--- src/rtl/signext_pipe.sv ---
// signext_pipe: LEGv8 immediate decode/extend with a DEPTH-entry result FIFO.
// Decodes the instruction format from opcode bits and extracts the immediate.
// The immediate is sign- or zero-extended to N bits. CB/B offsets are
// optionally pre-shifted by 2. Results are queued with valid/ready on both
// sides, and accepted unrecognised encodings are counted.
// Ports:
//   clk, reset (async, active-low)
//   in_valid/in_ready/instr        : upstream handshake and instruction word
//   out_valid/out_ready            : downstream handshake
//   out_imm/out_fmt/out_bad        : head-of-queue result, zero when empty
//   bad_cnt                        : saturating count of accepted bad words
module signext_pipe #(
  parameter int unsigned N        = 64,
  parameter int unsigned DEPTH    = 2,
  parameter bit          SHIFT_BR = 1'b0,
  parameter int unsigned CNT_W    = 8
) (
  input  logic             clk,
  input  logic             reset,
  input  logic             in_valid,
  output logic             in_ready,
  input  logic [31:0]      instr,
  output logic             out_valid,
  input  logic             out_ready,
  output logic [N-1:0]     out_imm,
  output logic [2:0]       out_fmt,
  output logic             out_bad,
  output logic [CNT_W-1:0] bad_cnt
);

  localparam int unsigned PW = (DEPTH > 1) ? $clog2(DEPTH) : 1;
  localparam int unsigned CW = $clog2(DEPTH + 1);

  localparam logic [2:0] FMT_R  = 3'd0;
  localparam logic [2:0] FMT_D  = 3'd1;
  localparam logic [2:0] FMT_CB = 3'd2;
  localparam logic [2:0] FMT_B  = 3'd3;
  localparam logic [2:0] FMT_I  = 3'd4;

  logic [N-1:0]  mem_imm [DEPTH];
  logic [2:0]    mem_fmt [DEPTH];
  logic          mem_bad [DEPTH];

  logic [PW-1:0] wr_ptr, rd_ptr, wr_ptr_n, rd_ptr_n;
  logic [CW-1:0] count, count_n;

  logic [N-1:0]  dec_imm;
  logic [2:0]    dec_fmt;
  logic          dec_bad;

  logic          push, pop;
  logic [N-1:0]  head_imm;
  logic [2:0]    head_fmt;
  logic          head_bad;

  // Format decode and immediate extension; first match wins.
  always_comb begin
    dec_imm = '0;
    dec_fmt = FMT_R;
    dec_bad = 1'b0;
    if (instr[31:21] == 11'b111_1100_0010 || instr[31:21] == 11'b111_1100_0000) begin
      dec_imm = {{(N-9){instr[20]}}, instr[20:12]};
      dec_fmt = FMT_D;
    end else if (instr[31:24] == 8'b1011_0100) begin
      dec_imm = {{(N-19){instr[23]}}, instr[23:5]};
      if (SHIFT_BR) dec_imm = dec_imm << 2;
      dec_fmt = FMT_CB;
    end else if (instr[31:26] == 6'b000101) begin
      dec_imm = {{(N-26){instr[25]}}, instr[25:0]};
      if (SHIFT_BR) dec_imm = dec_imm << 2;
      dec_fmt = FMT_B;
    end else if (instr[31:22] == 10'b10_0100_0100 || instr[31:22] == 10'b11_0100_0100) begin
      dec_imm = {{(N-12){1'b0}}, instr[21:10]};
      dec_fmt = FMT_I;
    end else if (instr[31:21] == 11'b100_0101_1000 || instr[31:21] == 11'b110_0101_1000 ||
                 instr[31:21] == 11'b100_0101_0000 || instr[31:21] == 11'b101_0101_0000) begin
      dec_fmt = FMT_R;
    end else begin
      dec_bad = 1'b1;
    end
  end

  assign push = in_valid & in_ready;
  assign pop  = out_valid & out_ready;

  // Next pointer/occupancy state and the entry that will sit at the head.
  // The head bypasses the array when this cycle's push lands on it.
  always_comb begin
    wr_ptr_n = push ? PW'(wr_ptr + PW'(1)) : wr_ptr;
    rd_ptr_n = pop  ? PW'(rd_ptr + PW'(1)) : rd_ptr;
    count_n  = count;
    case ({push, pop})
      2'b10:   count_n = CW'(count + CW'(1));
      2'b01:   count_n = CW'(count - CW'(1));
      default: count_n = count;
    endcase
    if (push && (wr_ptr == rd_ptr_n)) begin
      head_imm = dec_imm;
      head_fmt = dec_fmt;
      head_bad = dec_bad;
    end else begin
      head_imm = mem_imm[rd_ptr_n];
      head_fmt = mem_fmt[rd_ptr_n];
      head_bad = mem_bad[rd_ptr_n];
    end
  end

  // Storage array; contents are don't-care until pointed at, so no reset.
  always_ff @(posedge clk) begin
    if (push) begin
      mem_imm[wr_ptr] <= dec_imm;
      mem_fmt[wr_ptr] <= dec_fmt;
      mem_bad[wr_ptr] <= dec_bad;
    end
  end

  // Control state and registered outputs.
  always_ff @(posedge clk or negedge reset) begin
    if (!reset) begin
      wr_ptr    <= '0;
      rd_ptr    <= '0;
      count     <= '0;
      in_ready  <= 1'b0;
      out_valid <= 1'b0;
      out_imm   <= '0;
      out_fmt   <= '0;
      out_bad   <= 1'b0;
      bad_cnt   <= '0;
    end else begin
      wr_ptr    <= wr_ptr_n;
      rd_ptr    <= rd_ptr_n;
      count     <= count_n;
      in_ready  <= (count_n < CW'(DEPTH));
      out_valid <= (count_n != '0);
      out_imm   <= (count_n != '0) ? head_imm : '0;
      out_fmt   <= (count_n != '0) ? head_fmt : '0;
      out_bad   <= (count_n != '0) ? head_bad : 1'b0;
      if (push && dec_bad && (bad_cnt != '1)) bad_cnt <= CNT_W'(bad_cnt + CNT_W'(1));
    end
  end

endmodule

--- config.mk ---
export PLATFORM = sky130hd
export DESIGN_NAME = signext_pipe
export DESIGN_NICKNAME = d
export VERILOG_FILES = /design/src/rtl/signext_pipe.sv
export SDC_FILE = /design/constraint.sdc
export NUM_CORES = 1
export LEC_CHECK = 0
export ABC_AREA = 1
export CORE_MARGIN = 8
export CORE_UTILIZATION = 30
export DETAILED_ROUTE_END_ITERATION = 8
export GPL_TIMING_DRIVEN = 0
export RECOVER_POWER = 50
export SLEW_MARGIN = 20
export SYNTH_ARGS = -nofsm -noshare
export SYNTH_HDL_FRONTEND = slang
export SYNTH_SLANG_ARGS = --single-unit
--- constraint.sdc ---
create_clock -name clk -period 3.1 [get_ports clk]
set_input_delay 0.775 -clock clk [delete_from_list [all_inputs] [get_ports clk]]
set_output_delay 0.775 -clock clk [all_outputs]
set_load 0.05 [all_outputs]
# Word-level counts from Yosys, hierarchy flattened
# Memory sizes are Yosys's and may differ from the RTL's.
# Index checks and enable logic that the tools add are counted.
# word_totals
register_bits,82
ram_bits,136
input_bits,36
out_inout_bits,78
mem_count,3
# classes
add_sub_neg,5
order_cmp,1
eq_ne,14
n_mux,23
bitwise,2
reduce_logical,9
# memory_table
memory,depth,word_bits,read_ports,rd_ports_with_merged_regs,write_ports,line,rtl
mem_imm,2,64,1,0,1,40,logic [N-1:0] mem_imm [DEPTH];
mem_fmt,2,3,1,0,1,41,logic [2:0] mem_fmt [DEPTH];
mem_bad,2,1,1,0,1,42,logic mem_bad [DEPTH];
# ops
op,n
two-way mux 64 bit,5
"equality test 11 bit, second input constant",6
"equality test 10 bit, second input constant",2
two-way mux 3 bit,6
two-way mux 12 bit,1
two-way mux 1 bit,10
"adder 8 x 1 -> 8 bit, second input constant",1
"equality test 8 bit, second input constant",1
"inequality test 8 bit, second input constant",1
"equality test 6 x 3 -> 1 bit, second input constant",1
logical OR 1 bit,5
case mux 2 bit (2 select lines),1
logical AND 1 bit,3
"adder 1 bit, second input constant",2
"adder 2 x 1 -> 2 bit, second input constant",1
AND 1 bit,2
"equality test 2 x 1 -> 1 bit, second input constant",1
"equality test 2 bit, second input constant",1
"< comparator 2 bit, second input constant",1
nonzero test 2 bit,1
"subtractor 2 x 1 -> 2 bit, second input constant",1
equality test 1 bit,1

# Longest topological paths before layout
# depth
depth_word,11
ltp_mapped,11
ltp_nobuf,11

# Least setup slack after synthesis
# OpenSTA, ideal clock, no wires.
# synth_timing
kind,input -> register
from,input in_valid
to,"memory mem_bad[0], enable pin"
setup_ns,0.417
arrival_time_ns,2.235
t_required_ns,2.683
setup_slack_ns,0.448
cell_stages,2
path_buffers,0
cell_sequence,nand2_1 > nor2_1
# synth_via
elab_chain_len,3
# synth_rtl
element,line,rtl
start: declaration,20,"input logic in_valid,"
AND 1 bit,83,assign push = in_valid & in_ready;
two-way mux 1 bit,110,if (push) begin
two-way mux 1 bit (implied by the code),113,mem_bad[wr_ptr] <= dec_bad;
end: declaration,42,
# Every way passes these cells.

==> impl_metrics.yaml <==
status:
  status: "finished clean"
die:
  start_util_pct: 30.6
  num_rows: 48
  io_pins: 114
  core_area_um2: 17200
  die_area_um2: 22100
  fp.dieH_um: 149
  die_width_um: 149
setup_path:
  path_delay_family: "buffers and inverters"
  slowest_delay_ns: 0.81
  r2r_cells: 3
  path_buf_inv: 2
  path_max_fanout: 39
  worstSetupStartpointType: "flip-flop"
  path_class: "flip-flop to output port"
  cp_cell_sequence: "buf_4 -> clkdlybuf4s50_1"
  cp.depth: 2
  crit_slowest_cell: "clkdlybuf4s50_1"
  end_kind: "output port"
  cp.required_ns: 2.32
  cp.arrival_ns: 2.13
grt:
  grt_usage_pct: 13.0
  grt_max_degree: 40
  grt_pass1_wl_um: 22600
  antenna_found_initial: 0
  grt_overflow: 0
  grt_pass1_vias: 4123
logic_synthesis:
  yosys_warnings: 0
  syn_inst: 591
  ys_types: 32
  syn_nets: 629
  synth_seq_cells: 104
  ys_seq_area_share_pct: 55.1
  syn_area_per_cell_um2: 8.92
  syn_area_um2: 5270
min_path:
  hp-class: "flip-flop to flip-flop"
  hold_depth: 2
power:
  power.leakage_nw: 3.25
  ir_worst_vdd_uv: 494
  p_per_area_nw_per_um2: 1100
finish:
  layout_commonest_cell: "nand2_1"
  drive_above_1_share_pct: 12.9
  final_util_pct: 40.5
  nNetsFinal: 756
  diodes: 0
  final_cell_mix: "nand2_1, clkdlybuf4s50_1, nor2_1, nand3_1, edfxtp_1"
  syn_to_final_growth_pct: 32.6
placement:
  portBuffers: 113
  dp_hpwl_um: 10500
  place_congestion: 0.867
clock_tree:
  cts.sinks: 104
  cts_hold_buffers: 0
  htree_num_levels: 3
  cts-resized-gates: 1
  clock_latency_ns: 0.34
  path_clk_slew_ns: 0.07
  post_cts_buffers: 0
  cts-root-buf: "clkbuf_16"
  cts_tree: "yes"
  clk_path_buf_depth: 2
  cts_buffers: 9
drt:
  wl_per_cell_um: 14.9
  routed_wl_um: 14100
  firstDrtPassIters: 5
  ant_nets: 0
  vias: 4201
  drc: 0
  initialDrtViolationCount: 353
  avgViaCountPerCell: 4.43
sta:
  tightest_slew_ns: 1.40
  maxSlewViolCount: 0
  finalHoldViolCount: 0
  rsz0062_at_grt: "no"
  maxSlewHeadroom_pct: 6.52
  fmax_mhz: 344
  finalCritPeriodShare_pct: 93.8
  tns_ns: 0
  fin_crit_ns: 2.91
  fin_worst_skew_ns: 0.00572
  setup_viol: 0
flow_run:
  drv_cap: 0
## worst register-to-register path: cells and delay by family (launching register included)
family                 cells  cell delay (ns)
buffers and inverters      1             0.64
DFF                        1             0.34
and+or+nand+nor            2             0.90
## cells by family after synthesis
group | Yosys count | share of synthesized area [%]
buf+inv | 105 | 10.8
compound gates | 38 | 4.56
simple gates | 338 | 28.4
fa+ha+maj | 2 | 0.475
flops | 104 | 55.1
xor+xnor | 4 | 0.665
## Yosys cell counts
master	number	area (um^2)
xor2_1	3	26.3
buf_6	2	22.5
ha_1	2	25.0
buf_4	38	285
a21oi_1	14	70.1
o211ai_1	2	15.0
nand3b_1	1	7.51
nor2_1	82	308
inv_1	43	161
nand3_2	4	40.0
nand2_4	2	22.5
dfrtp_1	44	1100
nor4_1	1	6.26
xnor2_1	1	8.76
nand2_2	3	18.8
nor2_4	3	33.8
o211ai_2	3	37.5
a21oi_2	3	26.3
nand2_1	157	589
nand3_4	2	35.0
clkbuf_1	3	11.3
nor3_1	1	5.00
o21ai_0	14	70.1
or2_2	1	6.26
o21ai_2	1	8.76
edfxtp_1	60	1800
buf_2	15	75.1
nor2_2	3	18.8
inv_2	4	15.0
nand4_1	11	68.8
nand3_1	67	335
a31oi_2	1	12.5
## cell type report
type	count	area (um^2)
fill	1714	10300
timing repair buffer	116	1180
clock buffer	12	268
clock inverter	4	33.8
tap	225	282
multi-input combinational	382	1750
inverter	47	176
sequential	104	2900
buffer	58	392
## worst paths after layout
| check | start | to | slack (ns) |
|---|---|---|---|
| max | out_imm[27] | out_imm[61] | 0.19 |
| min | count[1] | count[1] | 0.52 |
| max reg2reg | in_ready | mem_imm[0][2] | 0.84 |
| min reg2reg | count[1] | count[1] | 0.52 |
| max in group asynchronous | reset | out_imm[27] | 1.68 |
| min in group asynchronous | reset | bad_cnt[5] | 0.67 |
## per-layer routing
| layer | vias up | part of all wire [%] | track usage [%] | wire length, um |
|---|---|---|---|---|
| li1 | 2148 | - | - | - |
| met1 | 1919 | 46 | 17.8 | 6500 |
| met2 | 119 | 47 | 20.5 | 6570 |
| met3 | 15 | 5.8 | 2.28 | 823 |
| met4 | 0 | 1.3 | 4.18 | 185 |
| met5 | - | 0 | 0 | 0 |
## stage by stage
step,setup slack [ns],std cells,total power [mW],cell area (um^2),hold WS (ns)
finish,0.194,948,7.70,6990,0.519
CTS,0.131,948,7.83,7070,0.407
floorplan,0.448,591,5.18,5270,0.479
global placement,-0.924,929,6.62,6680,0.508
detailed placement,0.0256,932,6.70,6770,0.505
global route,0.0412,948,8.13,6990,0.554
## power by group
| part | leakage [nW] | switching, mW | internal (mW) | total (mW) |
|---|---|---|---|---|
| clock | 0.145 | 0.519 | 0.623 | 1.14 |
| combinational | 1.98 | 2.96 | 1.51 | 4.47 |
| sequential | 1.13 | 0.190 | 1.90 | 2.10 |
| total | 3.25 | 3.67 | 4.03 | 7.70 |
## flip-flops by register name, summed over array words and instances (netlist names)
name / flops
mem_imm: 52
out_imm: 26
bad_cnt: 8
mem_fmt: 6
out_fmt: 3
count: 2
mem_bad: 2
in_ready: 1
out_bad: 1
out_valid: 1
rd_ptr: 1
wr_ptr: 1
Note: power is estimated with default switching activity, not from simulation.
